`src/rtl/fetch_pkg.sv`:
```
// Shared definitions for the fetch inject buffer.
//   OPW          : opcode field width (top bits of a fetch word)
//   state_e      : sequencer state (IDLE / SEQ)
//   seq_e        : which injection sequence is running
//   *_OP         : micro-op opcodes emitted by the sequencer
//   seq_len()    : number of micro-ops in a sequence
package fetch_pkg;

  localparam int OPW = 16;

  typedef enum logic {
    ST_IDLE = 1'b0,
    ST_SEQ  = 1'b1
  } state_e;

  typedef enum logic [1:0] {
    SEQ_CALL = 2'd0,
    SEQ_RET  = 2'd1,
    SEQ_RTI  = 2'd2,
    SEQ_INT  = 2'd3
  } seq_e;

  localparam logic [OPW-1:0] NOP_OP     = 16'h0000;
  localparam logic [OPW-1:0] PUSH_PC_H  = 16'hB000;
  localparam logic [OPW-1:0] PUSH_PC_L  = 16'hB400;
  localparam logic [OPW-1:0] POP_PC_H   = 16'hBC00;
  localparam logic [OPW-1:0] POP_PC_L   = 16'hB800;
  localparam logic [OPW-1:0] PUSH_FLAGS = 16'h7C00;
  localparam logic [OPW-1:0] POP_FLAGS  = 16'h7800;

  // CALL/RET move only the PC; RTI/INT also move the flags word.
  function automatic logic [1:0] seq_len(input seq_e s);
    logic [1:0] len;
    len = 2'd2;
    if ((s == SEQ_RTI) || (s == SEQ_INT)) len = 2'd3;
    return len;
  endfunction

endpackage

```
`src/rtl/inject_rom.sv`:
```
// Combinational micro-op table.
//   seq_i    : sequence type
//   idx_i    : step within the sequence (0-based)
//   opcode_o : opcode for that step; NOP for steps past the sequence end
module inject_rom
  import fetch_pkg::*;
(
  input  seq_e           seq_i,
  input  logic [1:0]     idx_i,
  output logic [OPW-1:0] opcode_o
);

  always_comb begin
    // NOTE: every always_comb output gets a default first so no path can infer a latch.
    opcode_o = NOP_OP;
    case (seq_i)
      SEQ_CALL: begin
        case (idx_i)
          2'd0:    opcode_o = PUSH_PC_H;
          2'd1:    opcode_o = PUSH_PC_L;
          default: opcode_o = NOP_OP;
        endcase
      end
      SEQ_RET: begin
        case (idx_i)
          2'd0:    opcode_o = POP_PC_H;
          2'd1:    opcode_o = POP_PC_L;
          default: opcode_o = NOP_OP;
        endcase
      end
      SEQ_RTI: begin
        case (idx_i)
          2'd0:    opcode_o = POP_PC_H;
          2'd1:    opcode_o = POP_PC_L;
          2'd2:    opcode_o = POP_FLAGS;
          default: opcode_o = NOP_OP;
        endcase
      end
      SEQ_INT: begin
        case (idx_i)
          2'd0:    opcode_o = PUSH_PC_H;
          2'd1:    opcode_o = PUSH_PC_L;
          2'd2:    opcode_o = PUSH_FLAGS;
          default: opcode_o = NOP_OP;
        endcase
      end
      default: opcode_o = NOP_OP;
    endcase
  end

endmodule

```
`src/rtl/fetch_inject_buffer.sv`:
```
// Registered fetch->decode stage that can replace the fetched stream with
// short micro-op sequences for CALL / RET / RTI / INT.
//   clk          : clock, rising edge
//   rst          : asynchronous active-low reset
//   in_valid     : in_data holds a fetched word
//   in_data      : fetched word {opcode, operand}
//   stall        : hold every register
//   flush        : drop stage contents and abort any sequence
//   req_*        : start an injection sequence (sampled in IDLE with in_valid)
//   out_data     : registered word to decode
//   out_valid    : out_data is meaningful
//   out_injected : out_data opcode came from the sequencer
//   busy         : sequencer active, fetch must hold its PC
module fetch_inject_buffer
  import fetch_pkg::*;
#(
  parameter int WIDTH   = 48,
  parameter int OPW     = fetch_pkg::OPW,
  parameter int SEQ_MAX = 3
) (
  input  logic             clk,
  input  logic             rst,
  input  logic             in_valid,
  input  logic [WIDTH-1:0] in_data,
  input  logic             stall,
  input  logic             flush,
  input  logic             req_call,
  input  logic             req_ret,
  input  logic             req_rti,
  input  logic             req_int,
  output logic [WIDTH-1:0] out_data,
  output logic             out_valid,
  output logic             out_injected,
  output logic             busy
);

  localparam int OPND_W = WIDTH - OPW;

  state_e              state_q, state_d;
  seq_e                seq_q, seq_d;
  logic [1:0]          idx_q, idx_d;
  logic [1:0]          len_q, len_d;
  logic [OPND_W-1:0]   operand_q, operand_d;
  logic [WIDTH-1:0]    out_data_q, out_data_d;
  logic                out_valid_q, out_valid_d;
  logic                out_injected_q, out_injected_d;

  logic                req_any;
  seq_e                req_seq;
  seq_e                rom_seq;
  logic [1:0]          rom_idx;
  logic [OPW-1:0]      rom_op;

  // Requests only count alongside a valid fetch word; int > rti > ret > call.
  assign req_any = in_valid & (req_int | req_rti | req_ret | req_call);

  always_comb begin
    req_seq = SEQ_CALL;
    if (req_int)      req_seq = SEQ_INT;
    else if (req_rti) req_seq = SEQ_RTI;
    else if (req_ret) req_seq = SEQ_RET;
  end

  // In IDLE the table is addressed by the incoming request so the first op
  // leaves on the same edge that accepts the request.
  assign rom_seq = (state_q == ST_IDLE) ? req_seq : seq_q;
  assign rom_idx = (state_q == ST_IDLE) ? 2'd0 : idx_q;

  inject_rom u_rom (
    .seq_i    (rom_seq),
    .idx_i    (rom_idx),
    .opcode_o (rom_op)
  );

  always_comb begin
    // Holding is the default, which is exactly what stall needs.
    state_d        = state_q;
    seq_d          = seq_q;
    idx_d          = idx_q;
    len_d          = len_q;
    operand_d      = operand_q;
    out_data_d     = out_data_q;
    out_valid_d    = out_valid_q;
    out_injected_d = out_injected_q;

    if (flush) begin
      state_d        = ST_IDLE;
      idx_d          = 2'd0;
      out_data_d     = {NOP_OP, {OPND_W{1'b0}}};
      out_valid_d    = 1'b0;
      out_injected_d = 1'b0;
    end else if (!stall) begin
      case (state_q)
        ST_IDLE: begin
          if (req_any) begin
            state_d        = ST_SEQ;
            seq_d          = req_seq;
            len_d          = seq_len(req_seq);
            idx_d          = 2'd1;
            operand_d      = in_data[OPND_W-1:0];
            out_data_d     = {rom_op, in_data[OPND_W-1:0]};
            out_valid_d    = 1'b1;
            out_injected_d = 1'b1;
          end else begin
            out_data_d     = in_data;
            out_valid_d    = in_valid;
            out_injected_d = 1'b0;
          end
        end
        ST_SEQ: begin
          out_data_d     = {rom_op, operand_q};
          out_valid_d    = 1'b1;
          out_injected_d = 1'b1;
          if (idx_q == (len_q - 2'd1)) begin
            state_d = ST_IDLE;
            idx_d   = 2'd0;
          end else begin
            idx_d   = idx_q + 2'd1;
          end
        end
        default: begin
          state_d = ST_IDLE;
          idx_d   = 2'd0;
        end
      endcase
    end
  end

  // NOTE: sequential state uses non-blocking assignments only, so every register samples pre-edge values.
  always_ff @(posedge clk or negedge rst) begin
    if (!rst) begin
      state_q        <= ST_IDLE;
      seq_q          <= SEQ_CALL;
      idx_q          <= 2'd0;
      len_q          <= 2'd0;
      operand_q      <= '0;
      out_data_q     <= '0;
      out_valid_q    <= 1'b0;
      out_injected_q <= 1'b0;
    end else begin
      state_q        <= state_d;
      seq_q          <= seq_d;
      idx_q          <= idx_d;
      len_q          <= len_d;
      operand_q      <= operand_d;
      out_data_q     <= out_data_d;
      out_valid_q    <= out_valid_d;
      out_injected_q <= out_injected_d;
    end
  end

  assign out_data     = out_data_q;
  assign out_valid    = out_valid_q;
  assign out_injected = out_injected_q;
  assign busy         = (state_q == ST_SEQ);

endmodule

```
`config.mk`:
```
export PLATFORM = sky130hd
export DESIGN_NAME = fetch_inject_buffer
export DESIGN_NICKNAME = d
export VERILOG_FILES = /design/src/rtl/fetch_pkg.sv /design/src/rtl/inject_rom.sv /design/src/rtl/fetch_inject_buffer.sv
export SDC_FILE = /design/constraint.sdc
export NUM_CORES = 1
export LEC_CHECK = 0
export ABC_AREA = 0
export BUFFER_PORTS_ARGS = -buffer_cell sky130_fd_sc_hd__buf_4
export CAP_MARGIN = 10
export CORE_MARGIN = 10
export CORE_UTILIZATION = 45
export CTS_CLUSTER_SIZE = 25
export DETAILED_ROUTE_END_ITERATION = 8
export GPL_ROUTABILITY_DRIVEN = 0
export GPL_TIMING_DRIVEN = 0
export PLACE_DENSITY = 0.69
export SETUP_SLACK_MARGIN = 0.02
export SYNTH_ARGS = -nofsm -noshare
export SYNTH_HDL_FRONTEND = slang
export SYNTH_HIERARCHICAL = 1
export SYNTH_SLANG_ARGS = --single-unit
```
`constraint.sdc`:
```
create_clock -name clk -period 6.3 [get_ports clk]
set_input_delay 0.63 -clock clk [delete_from_list [all_inputs] [get_ports clk]]
set_output_delay 0.63 -clock clk [all_outputs]
set_load 0.01 [all_outputs]
```
After elaboration in Yosys (flattened, before gate mapping)
Cells that the tools add are included.
{"block": "op_classes", "bitwise_logic": 7, "n_reduce_logical": 5, "addsub": 2, "n_mux": 32, "n_eq_ne": 10}
{"op": "2-to-1 mux 48 bit", "n": 3}
{"op": "one-hot mux 16 bit (3 select lines)", "n": 2}
{"op": "one-hot mux 48 bit (2 select lines)", "n": 1}
{"op": "one-hot mux 16 bit (2 select lines)", "n": 2}
{"op": "one-hot mux 16 bit (4 select lines)", "n": 1}
{"op": "2-to-1 mux 2 bit", "n": 8}
{"op": "2-to-1 mux 1 bit", "n": 11}
{"op": "== test 2 bit (second input constant)", "n": 5}
{"op": "one-hot mux 1 bit (2 select lines)", "n": 3}
{"op": "== test 2 x 1 -> 1 bit (second input constant)", "n": 2}
{"op": "logical NOT 2 bit", "n": 2}
{"op": "one-hot mux 2 bit (2 select lines)", "n": 1}
{"op": "AND reduction 4 bit", "n": 1}
{"op": "inequality test 3 bit (second input constant)", "n": 1}
{"op": "NOT 1 bit", "n": 3}
{"op": "OR 1 bit", "n": 3}
{"op": "adder 2 x 1 -> 2 bit (second input constant)", "n": 1}
{"op": "== test 2 bit", "n": 1}
{"op": "inequality test 2 x 1 -> 1 bit (second input constant)", "n": 1}
{"op": "AND reduction 2 bit", "n": 1}
{"op": "subtractor 2 x 1 -> 2 bit (second input constant)", "n": 1}
{"op": "bitwise AND 1 bit", "n": 1}
{"op": "logical OR 1 bit", "n": 1}
{"block": "word_totals", "reg_bits": 89, "wordCells": 64}

Depth between registers and ports, before layout
Gate-level depths: netlist of run 1.
{"block": "depth", "ltp_word": 10, "ltp_mapped": 9}

Cells and area by module
The synthesis of run 1 kept the hierarchy.
{"module": "fetch_inject_buffer", "area_per_inst_um2": 4159.0, "seq_area_each_um2": 2202.1, "instances": 1, "cells_per_inst": 327}
{"module": "inject_rom", "area_per_inst_um2": 246.5, "seq_area_each_um2": 0.0, "instances": 1, "cells_per_inst": 31}

Worst setup path before layout of run 1
No wires, ideal clock.
{"block": "synth_path", "path_kind": "register -> register", "start": "register state_q, in the netlist busy", "end": "register out_data_q[43], in the netlist out_data[43]", "path_slack_ps": 4056, "n_path_buf": 2, "setup_ps": 123, "synth_period_minus_slack_ps": 2244, "arrival_ps": 2121, "stages_incl_launch_ff": 9, "cell_sequence": "dfrtp_1 > buf_2 > buf_2 > and2_1 > inv_1 > ha_1 > or2_1 > a221o_1 > o221a_2"}
{"block": "synth_between", "elab_chain_cells": 8, "elab_cells_between_ends": 18, "cone_classes": "5 x eq/ne; 10 x mux; 1 x bitwise; 2 x reduce/logical"}
{"item": "start, declared", "line": "fetch_inject_buffer.sv:39", "text": "state_e state_q, state_d;"}
{"item": "start signal, assigned", "line": "fetch_inject_buffer.sv:141", "text": "state_q <= state_d;"}
{"item": "2-to-1 mux 2 bit *", "line": "fetch_inject_buffer.sv:67", "text": "assign rom_idx = (state_q == ST_IDLE) ? 2'd0 : idx_q;"}
{"item": "net rom_idx[1]", "line": "fetch_inject_buffer.sv:51", "text": "logic [1:0] rom_idx;"}
{"item": "== test 2 bit (tied with other cells)", "line": "inject_rom.sv:32, inject_rom.sv:40"}
{"item": "one-hot mux 16 bit (3 select lines) (tied with other cells)", "line": "inject_rom.sv:40", "text": "case (idx_i)"}
{"item": "one-hot mux 16 bit (4 select lines) *", "line": "inject_rom.sv:16", "text": "case (seq_i)"}
{"item": "net rom_op[11]", "line": "fetch_inject_buffer.sv:52", "text": "logic [OPW-1:0] rom_op;"}
{"item": "2-to-1 mux 48 bit", "line": "fetch_inject_buffer.sv:95", "text": "if (req_any) begin"}
{"item": "one-hot mux 48 bit (2 select lines) *", "line": "fetch_inject_buffer.sv:93", "text": "case (state_q)"}
{"item": "2-to-1 mux 48 bit *", "line": "fetch_inject_buffer.sv:92", "text": "end else if (!stall) begin"}
{"item": "2-to-1 mux 48 bit *", "line": "fetch_inject_buffer.sv:86", "text": "if (flush) begin"}
{"item": "end signal, assigned", "line": "fetch_inject_buffer.sv:146", "text": "out_data_q <= out_data_d;"}
{"item": "end, declared", "line": "fetch_inject_buffer.sv:44", "text": "logic [WIDTH-1:0] out_data_q, out_data_d;"}
Mark *: on every way through the listed nets, which the timed path passes. The rest lies on a longest branch. The select of a mux whose other input is x is not followed.
A chain may end at the register's enable or synchronous reset.

Worst setup path after layout of run 1
Ends and elaborated chain as after synthesis.

==> impl_metrics.toml, run 1 <==
[outcome]
status = "finished clean"

[cts]
cts-resized-gates = 0
numClockSinks = 88
root_buffer = "clkbuf_8"
cts_tree = "built"
cts_setup_buffers = 0
clock_latency_ns = 0.35
clockBufferDepth = 2
cts_max_level = 3
cts_buffers = 9
clk_pin_slew_ns = 0.09
hold_buffers = 0

[floorplanning]
die_h_um = 119
fp-row-count = 36
dieWidth_um = 119
design.die.area_um2 = 14100
start_util = 0.457
core-area_um2 = 9640
ioPinCount = 108

[power_and_ir_drop]
combPwrFrac = 0.217
intPower_mw = 0.983
clkPwrFrac = 0.275
ir_worst_vdd_uv = 129
pwr-share-seq = 0.508
pwr_density_cell_nw_per_um2 = 239
power_switching_mw = 0.359
power_leakage_nw = 2.76
switching_share = 0.268

[critical_path]
cp_max_fo = 10
critical_path_class = "register to register"
endpoint_kind = "register"
crit_arrival_ns = 2.79
critPathBufInv = 3
cpPeakStageDelay_ns = 0.48
cp-start-kind = "register"
crit_family = "buffers and inverters"
cp.required_ns = 6.54
crit_path_frequent_cell = "buf_2"
critPathSlowestCell = "dfrtp_1"
path_cells = "buf_2, buf_2, and2_1, inv_1, ha_1, or2_1, a221o_1, o221a_2"

[global_routing]
antenna_found_initial = 0
gr-total-overflow = 0
grt_pass1_vias = 3335
grt_use_total = 0.149
grt_max_degree = 89
grt_pass1_wl_mm = 17.3

[synth]
ys_types = 38
async_reset_ff_frac = 1.00
ys_ff_latch = 88
synth_top_family_by_area = "multiplexers"
synth_seq_area_share = 0.500
yosys_warnings = 6
postSynthAreaPerCell_um2 = 12.3
synth_compound_area_frac = 0.0886
syn_area_um2 = 4410
synthXorXnorAreaFrac = 0.00398
synthMuxAreaShare = 0.246
yosys.area_share.simple = 0.0673
syn_inst = 358
yosys_most_used_dff = "dfrtp_1"
synth_edf_count = 0
synthAdderAreaFrac = 0.0170

[flow_run]
drv_cap = 0

[placed_design]
port_buffers = 106
place_hpwl_mm = 7.64
dpl-instance-area_um2 = 5400

[final_layout]
fin_area_um2 = 5610
final_common_cell = "buf_4"
nets = 548
drive_gt1_frac = 0.478
mostFrequentLayoutCells = "buf_4 (117), dfrtp_1 (88), mux2_2 (66)"
fillers = 886
area_growth_pct = 27.4
fin_util = 0.582
num_antenna_cells = 0

[sta]
tns_ns = 0
skew_ns = 0.00867
hold_viol = 0
report.final.slew_viol_count = 0
relSlewSlack = 0.484
fmax_mhz = 393
post-route-min-period_ns = 2.54
setup_violations = 0
worst_pin_slew_ns = 0.774
period_share = 0.404
rsz0062_at_grt = "no"

[routing]
post_drt_wl_per_cell_um = 16.8
finalWirelength_mm = 10.5
postRouteAntennaNets = 0
drt_iter0_drc = 131
via_per_inst = 5.02
vias = 3128
drtPass1Iterations = 4
drc_errors = 0

[min_path]
min-delay-path-class = "input pin to async pin"
-- layout make-up --
cell class | instances | area [um^2] | area share
Clock buffer | 14 | 173 | 0.0308
Inverter | 23 | 86.3 | 0.0154
Buffer | 32 | 250 | 0.0446
Multi-Input combinational cell | 224 | 1900 | 0.339
Clock inverter | 2 | 12.5 | 0.00223
Timing Repair Buffer | 107 | 823 | 0.147
Sequential cell | 88 | 2200 | 0.392
Tap cell | 133 | 166 | 0.0296
-- registers in the layout, summed over array words and instances, names as in the netlist --
register and count:
out_data 48, operand_q 32, idx_q 2, len_q 2, busy 1, out_injected 1
out_valid 1, seq_q 1
-- cells in the mapped netlist (2+ instances only) --
cell / number / area, um^2
o221a_2: 17 / 191
clkbuf_1: 6 / 22.5
mux2i_1: 34 / 340
a211oi_1: 2 / 15.0
a21o_1: 2 / 15.0
nor3_1: 4 / 20.0
clkbuf_8: 4 / 55.1
nand2_1: 2 / 7.51
a221o_1: 2 / 20.0
and2b_2: 2 / 17.5
buf_4: 11 / 82.6
mux2_2: 66 / 743
xor2_1: 2 / 17.5
inv_1: 23 / 86.3
ha_1: 6 / 75.1
buf_2: 3 / 15.0
a21oi_1: 20 / 100
nor2b_1: 2 / 12.5
nor2_1: 36 / 135
dfrtp_1: 88 / 2200
nand2b_1: 3 / 18.8
buf_1: 2 / 7.51
buf_6: 6 / 67.6
-- power groups by stage --
stage	sequential, mW	clock [mW]	combinational [mW]
after floorplan	0.693	0	0.168
after global placement	0.688	0	0.286
after detailed placement	0.693	0	0.293
after CTS	0.682	0.382	0.294
after global routing	0.691	0.410	0.321
final	0.682	0.370	0.291
-- routing by layer --
metal / track usage / wire (um) / vias up
li1: - / - / 1495
met1: 0.190 / 4820 / 1543
met2: 0.233 / 4910 / 80
met3: 0.0449 / 629 / 10
met4: 0.0527 / 127 / 0
met5: 0 / 0 / -
-- kinds of logic after synthesis --
group           after synthesis
xor+xnor                      2
compound gates               48
other cells                   1
fa+ha+maj                     6
mux                         100
buf+inv                      55
flops                        88
simple gates                 58
-- worst reg2reg max path, stage by stage, from the launching register on --
cell and delay [ns]:
dfrtp_1 0.48, buf_2 0.31, buf_2 0.30, and2_1 0.21, inv_1 0.09, ha_1 0.20
or2_1 0.24, a221o_1 0.33, o221a_2 0.29
-- per-stage QoR --
stage          power [mW]  setup WS, ns  instances  hold WS (ns)
3_5_place_dp        0.986          3.77        606         0.489
3_3_place_gp        0.974          3.78        606         0.481
2_1_floorplan       0.861          4.06        367         0.334
5_1_grt              1.42          3.58        623         0.238
6_report             1.34          3.76        623         0.223
4_1_cts              1.36          3.75        622         0.499
-- final timing paths --
check	end	slack, ns	from	depth (start not counted)
worst max-delay path	out_data[43]$_DFFE_PN0P_	3.76	busy$_DFFE_PN0P_	8
worst min-delay path	out_data[39]$_DFFE_PN0P_	0.22	rst	1
worst max register to register	out_data[43]$_DFFE_PN0P_	3.76	busy$_DFFE_PN0P_	8
worst min register to register	operand_q[7]$_DFFE_PN0P_	0.51	operand_q[7]$_DFFE_PN0P_	1
max in group asynchronous	operand_q[21]$_DFFE_PN0P_	5.45	rst	2
min in group clk	operand_q[7]$_DFFE_PN0P_	0.51	operand_q[7]$_DFFE_PN0P_	1
No activity file was read; power rests on OpenSTA's default activity.
==> inputs of run 2 (changes only) <==
ABC_AREA = 1   (was 0)
PLACE_DENSITY = 0.72   (was 0.69)
clock period = 2.3 ns   (was 6.3 ns; I/O delays follow)
==> run 2 against run 1 <==
  * Global-route usage is 1.3 points higher
  * Setup slack worse by 3.5 ns
  * Clock-buffer cell count is 3 lower
  * Final cell count is 29% higher
  * First-iteration DRC count is 83% higher
  * Hold slack worse by 0.15 ns
  * Synthesized area is 1.1% lower
  * Register-to-register slack worse by 3.5 ns
  * Sequential cell count stayed put
  * Critical path type unchanged
  * Critical endpoint is now out_data[45]$_DFFE_PN0P_
==> impl_metrics.toml, run 2 <==
[critical_path]
crit_arrival_ns = 2.26
critical_path_class = "register to register"
r2r-end = "out_data[45]$_DFFE_PN0P_"
critPathBufInv = 6
reg2reg_slack_ns = 0.29
path_cells = "buf_2, nand2_1, inv_1, inv_1, ha_1, inv_1, nand2_1, nand2_1, o21ai_0, buf_4, inv_1, nand2_1, nand3_1, nand2_1"
reg2regPathDepth = 14
cpPeakStageDelay_ns = 0.45
critPathSlowestCell = "dfrtp_1"
crit_family = "buffers and inverters"
crit_path_frequent_cell = "nand2_1"
endpoint_kind = "register"
cp_max_fo = 10
cp.required_ns = 2.55
cp-start-kind = "register"
r2r_start = "busy$_DFFE_PN0P_"

[sta]
skew_ns = 0.00925
relSlewSlack = 0.261
fmax_mhz = 497
hold_viol = 0
final.setup.worst_slack_ns = 0.289
rsz0062_at_grt = "no"
post-route-min-period_ns = 2.01
setup_violations = 0
hold_ws_ns = 0.0692
report.final.slew_viol_count = 0
worst_pin_slew_ns = 1.11
period_share = 0.874
tns_ns = 0

[power_and_ir_drop]
pwr_density_cell_nw_per_um2 = 685
pwr-share-seq = 0.483
power_switching_mw = 1.08
intPower_mw = 2.75
fin_total_pwr_mw = 3.82
clkPwrFrac = 0.321
combPwrFrac = 0.196
power_leakage_nw = 3.03
ir_worst_vdd_uv = 289
switching_share = 0.282

[global_routing]
grt_use_total = 0.162
grt_pass1_wl_mm = 19.1
grt_max_degree = 89
grt_pass1_vias = 4028
antenna_found_initial = 0
gr-total-overflow = 0

[placed_design]
port_buffers = 107
pre_cts_slack_ns = 0.229
place_hpwl_mm = 8.50
dpl-instance-area_um2 = 5360

[final_layout]
drive_gt1_frac = 0.249
largest_reg_flops = 48
mostFrequentLayoutCells = "nand2_1 (165), buf_4 (121), o21ai_0 (91)"
num_antenna_cells = 0
area_growth_pct = 28.2
fin_area_um2 = 5590
nets = 734
final_common_cell = "nand2_1"

[synth]
synth_area_leaders = "dfrtp_1 (51%), nand2_1 (14%), o21ai_0 (11%), inv_1 (5.9%), nand3_1 (2.8%)"
syn_area_um2 = 4360
yosys_warnings = 6
synth_top_area_frac = 0.505
syn_inst = 544
synth_seq_area_share = 0.505
ys_ff_latch = 88
postSynthAreaPerCell_um2 = 8.01
netlist_top_cells_count = "nand2_1 (165), o21ai_0 (92), dfrtp_1 (88)"
yosysMostFrequentCell = "nand2_1"
synth_edf_count = 0
async_reset_ff_frac = 1.00
yosys_most_used_dff = "dfrtp_1"
synth_top_area_cell = "dfrtp_1"
ys_types = 24

[routing]
postRouteAntennaNets = 0
vias = 3935
post_drt_wl_per_cell_um = 14.2
drt_iter0_drc = 240
drtPass1Iterations = 4
drc_errors = 0
via_per_inst = 4.89
finalWirelength_mm = 11.4

[floorplanning]
dieWidth_um = 118
start_util = 0.467
fp-row-count = 35
core-area_um2 = 9330
die_h_um = 118
design.die.area_um2 = 14000
ioPinCount = 108

[flow_run]
drv_cap = 0

[cts]
clock_latency_ns = 0.36
cts-resized-gates = 0
numClockSinks = 88
cts_buffers = 9
clk_pin_slew_ns = 0.09
cts_setup_buffers = 0
cts_max_level = 3
hold_buffers = 0
clockBufferDepth = 2
cts_tree = "built"
root_buffer = "clkbuf_8"

[min_path]
min-delay-path-class = "input pin to async pin"

[outcome]
status = "finished clean"
## run 2: logic make-up after synthesis
logic type / after synthesis / synth area share
compound gates: 134 / 0.159
fa+ha+maj: 6 / 0.0172
buf+inv: 112 / 0.124
flops: 88 / 0.505
other cells: 1 / 0.000861
simple gates: 203 / 0.193
## run 2: power by group through the flow
stage / combinational [mW] / sequential [mW] / clock (mW)
finish: 0.750 / 1.85 / 1.23
global placement: 0.730 / 1.87 / 0
global route: 0.849 / 1.87 / 1.31
CTS: 0.757 / 1.85 / 1.25
detailed placement: 0.753 / 1.88 / 0
floorplan: 0.392 / 1.89 / 0
## run 2: per-stage QoR
stage | utilization | std cells
finish | 0.599 | 804
global route | 0.599 | 804
CTS | 0.599 | 804
detailed placement | 0.574 | 789
global placement | 0.574 | 789
floorplan | - | 553
## run 2: worst max path at each step
stage                startpoint                        to  slack [ns]  cells after the start
4_1_cts        busy$_DFFE_PN0P_  out_data[45]$_DFFE_PN0P_        0.20                      9
3_3_place_gp   busy$_DFFE_PN0P_  out_data[45]$_DFFE_PN0P_        0.29                      9
6_report       busy$_DFFE_PN0P_  out_data[45]$_DFFE_PN0P_        0.29                     14
3_5_place_dp   busy$_DFFE_PN0P_  out_data[45]$_DFFE_PN0P_        0.23                      9
5_1_grt        busy$_DFFE_PN0P_  out_data[45]$_DFFE_PN0P_        0.03                     14
2_1_floorplan  busy$_DFFE_PN0P_  out_data[45]$_DFFE_PN0P_        0.49                     10
## run 2: area by class of cell
class | instances | area [um^2]
buffer | 42 | 279
fill | 849 | 3740
multi-input combinational | 353 | 1650
clock inverter | 4 | 77.6
inverter | 70 | 263
tap | 129 | 161
sequential | 88 | 2200
clock buffer | 11 | 151
timing repair buffer | 107 | 803
## run 2: per-layer routing
layer	share of wire	up-vias	global-route usage
met5	0	-	0
met4	0.012	0	0.0618
met3	0.066	16	0.0371
met2	0.47	138	0.265
met1	0.45	1831	0.204
li1	-	1950	-
==> inputs of run 3 (changes only) <==
GPL_TIMING_DRIVEN = default   (was 0)
==> run 3 against run 2 <==
  * Total power is 1.9% lower
  * Sequential share of layout area is 1.3 points higher
  * Critical path type unchanged
  * Critical path depth is 7 lower
  * Non-clock buffer count is 34 lower
  * Routed wire length is 9.9% lower
  * Hold slack better by 0.081 ns
  * Design area is 3.1% lower
  * Largest cell class unchanged
  * Clock power hardly changed
  * Combinational power is 8.0% lower
  * Register-to-register slack better by 0.08 ns
  * Clock skew is 0.0064 ns higher
  * Sequential cell count stayed put
==> impl_metrics.toml, run 3 (synthesis gave the netlist of run 2 again) <==
[power_and_ir_drop]
fin_total_pwr_mw = 3.75
switching_share = 0.281
pwr-share-seq = 0.494
combPwrFrac = 0.184
pwr_density_cell_nw_per_um2 = 694
power_leakage_nw = 2.91
ir_worst_vdd_uv = 339
intPower_mw = 2.70
power_switching_mw = 1.06
clkPwrFrac = 0.323

[floorplanning]
core-area_um2 = 9330
fp-row-count = 35
ioPinCount = 108
start_util = 0.467
dieWidth_um = 118
die_h_um = 118
design.die.area_um2 = 14000

[global_routing]
grt_max_degree = 58
grt_pass1_wl_mm = 17.3
antenna_found_initial = 0
grt_pass1_vias = 3562
gr-total-overflow = 0
grt_use_total = 0.145

[cts]
numClockSinks = 88
cts_buffers = 9
cts-resized-gates = 0
clk_pin_slew_ns = 0.09
clock_latency_ns = 0.35
root_buffer = "clkbuf_8"
cts_tree = "built"
cts_max_level = 3
clockBufferDepth = 2

[final_layout]
area_growth_pct = 24.1
drive_gt1_frac = 0.221
mostFrequentLayoutCells = "nand2_1 (165), buf_4 (111), o21ai_0 (92)"
regArea_um2 = 2200
final_common_cell = "nand2_1"
largest_reg_flops = 48
fin_area_um2 = 5410
multiInputGateArea_um2 = 1650
num_antenna_cells = 0
fin_util = 0.580
nets = 700
fillers = 870

[sta]
hold_viol = 0
tns_ns = 0
relSlewSlack = 0.388
report.final.slew_viol_count = 0
post-route-min-period_ns = 1.93
worst_pin_slew_ns = 0.916
fmax_mhz = 517
hold_ws_ns = 0.151
setup_violations = 0
skew_ns = 0.0157
rsz0062_at_grt = "no"
period_share = 0.841

[critical_path]
endpoint_kind = "register"
cp-start-kind = "register"
critical_path_class = "register to register"
crit_arrival_ns = 2.22
cp.required_ns = 2.59
cp_max_fo = 13

[routing]
via_per_inst = 4.73
drtPass1Iterations = 5
vias = 3646
finalWirelength_mm = 10.3
post_drt_wl_per_cell_um = 13.3
postRouteAntennaNets = 0
drt_iter0_drc = 199
drc_errors = 0

[placed_design]
place_hpwl_mm = 7.38
dpl-instance-area_um2 = 5170
port_buffers = 107

[min_path]
min-delay-path-class = "input pin to register"

[flow_run]
drv_cap = 0

[outcome]
status = "finished clean"
-- run 3: cell count changes in the layout (fill, tap and decap cells not counted), moves of 2 or more --
cell	previous run	this run
clkinv_4	2	0
clkbuf_2	4	0
buf_6	7	0
buf_4	121	111
inv_6	0	2
buf_2	9	0
buf_12	0	3
clkbuf_1	8	0
-- run 3: power groups by stage --
| stage | sequential, mW | clock, mW | combinational (mW) |
|---|---|---|---|
| CTS | 1.85 | 1.24 | 0.702 |
| global placement | 1.87 | 0 | 0.680 |
| global route | 1.88 | 1.30 | 0.792 |
| floorplan | 1.89 | 0 | 0.392 |
| detailed placement | 1.88 | 0 | 0.699 |
| finish | 1.85 | 1.21 | 0.690 |
-- run 3: path summary, 6_finish.rpt --
check / slack [ns] / depth (start not counted) / end / from
worst max-delay path: 0.37 / 7 / out_data[45]$_DFFE_PN0P_ / busy$_DFFE_PN0P_
worst min-delay path: 0.15 / 3 / operand_q[2]$_DFFE_PN0P_ / in_data[2]
worst max register to register: 0.37 / 7 / out_data[45]$_DFFE_PN0P_ / busy$_DFFE_PN0P_
worst min register to register: 0.48 / 2 / operand_q[0]$_DFFE_PN0P_ / operand_q[0]$_DFFE_PN0P_
max in group asynchronous: 1.27 / 3 / operand_q[25]$_DFFE_PN0P_ / rst
min in group asynchronous: 0.38 / 2 / out_data[9]$_DFFE_PN0P_ / rst
-- run 3: per-layer routing --
layer	vias to the layer above	track usage	wire length (um)
li1	1876	-	-
met1	1668	0.188	4800
met2	93	0.235	4840
met3	9	0.0381	536
met4	0	0.0397	99
met5	-	0	0
-- run 3: cell type report --
cell class                 count  share of cell area
sequential                    88               0.407
multi-input combinational    353               0.306
inverter                      70              0.0486
clock buffer                  10              0.0254
clock inverter                 6              0.0167
tap                          129              0.0298
timing repair buffer         115               0.167
-- run 3: through the flow --
step	worst slack [ns]	instances
4_1_cts	0.401	771
2_1_floorplan	0.486	553
5_1_grt	0.133	771
3_3_place_gp	0.528	754
3_5_place_dp	0.449	754
6_report	0.366	771
-- run 3: worst max-delay path, cell delays in order, from the launching register on --
cell	delay, ns
dfrtp_1	0.54
o21ai_0	0.69
inv_2	0.12
o21ai_0	0.25
inv_1	0.07
nand2_1	0.07
nand3_1	0.07
nand2_1	0.06
-- run 3: timing repair --
item                      4_1_cts  5_1_grt
hold buffers                    1        0
hold endpoints to repair       37        0
buffers inserted                0        0
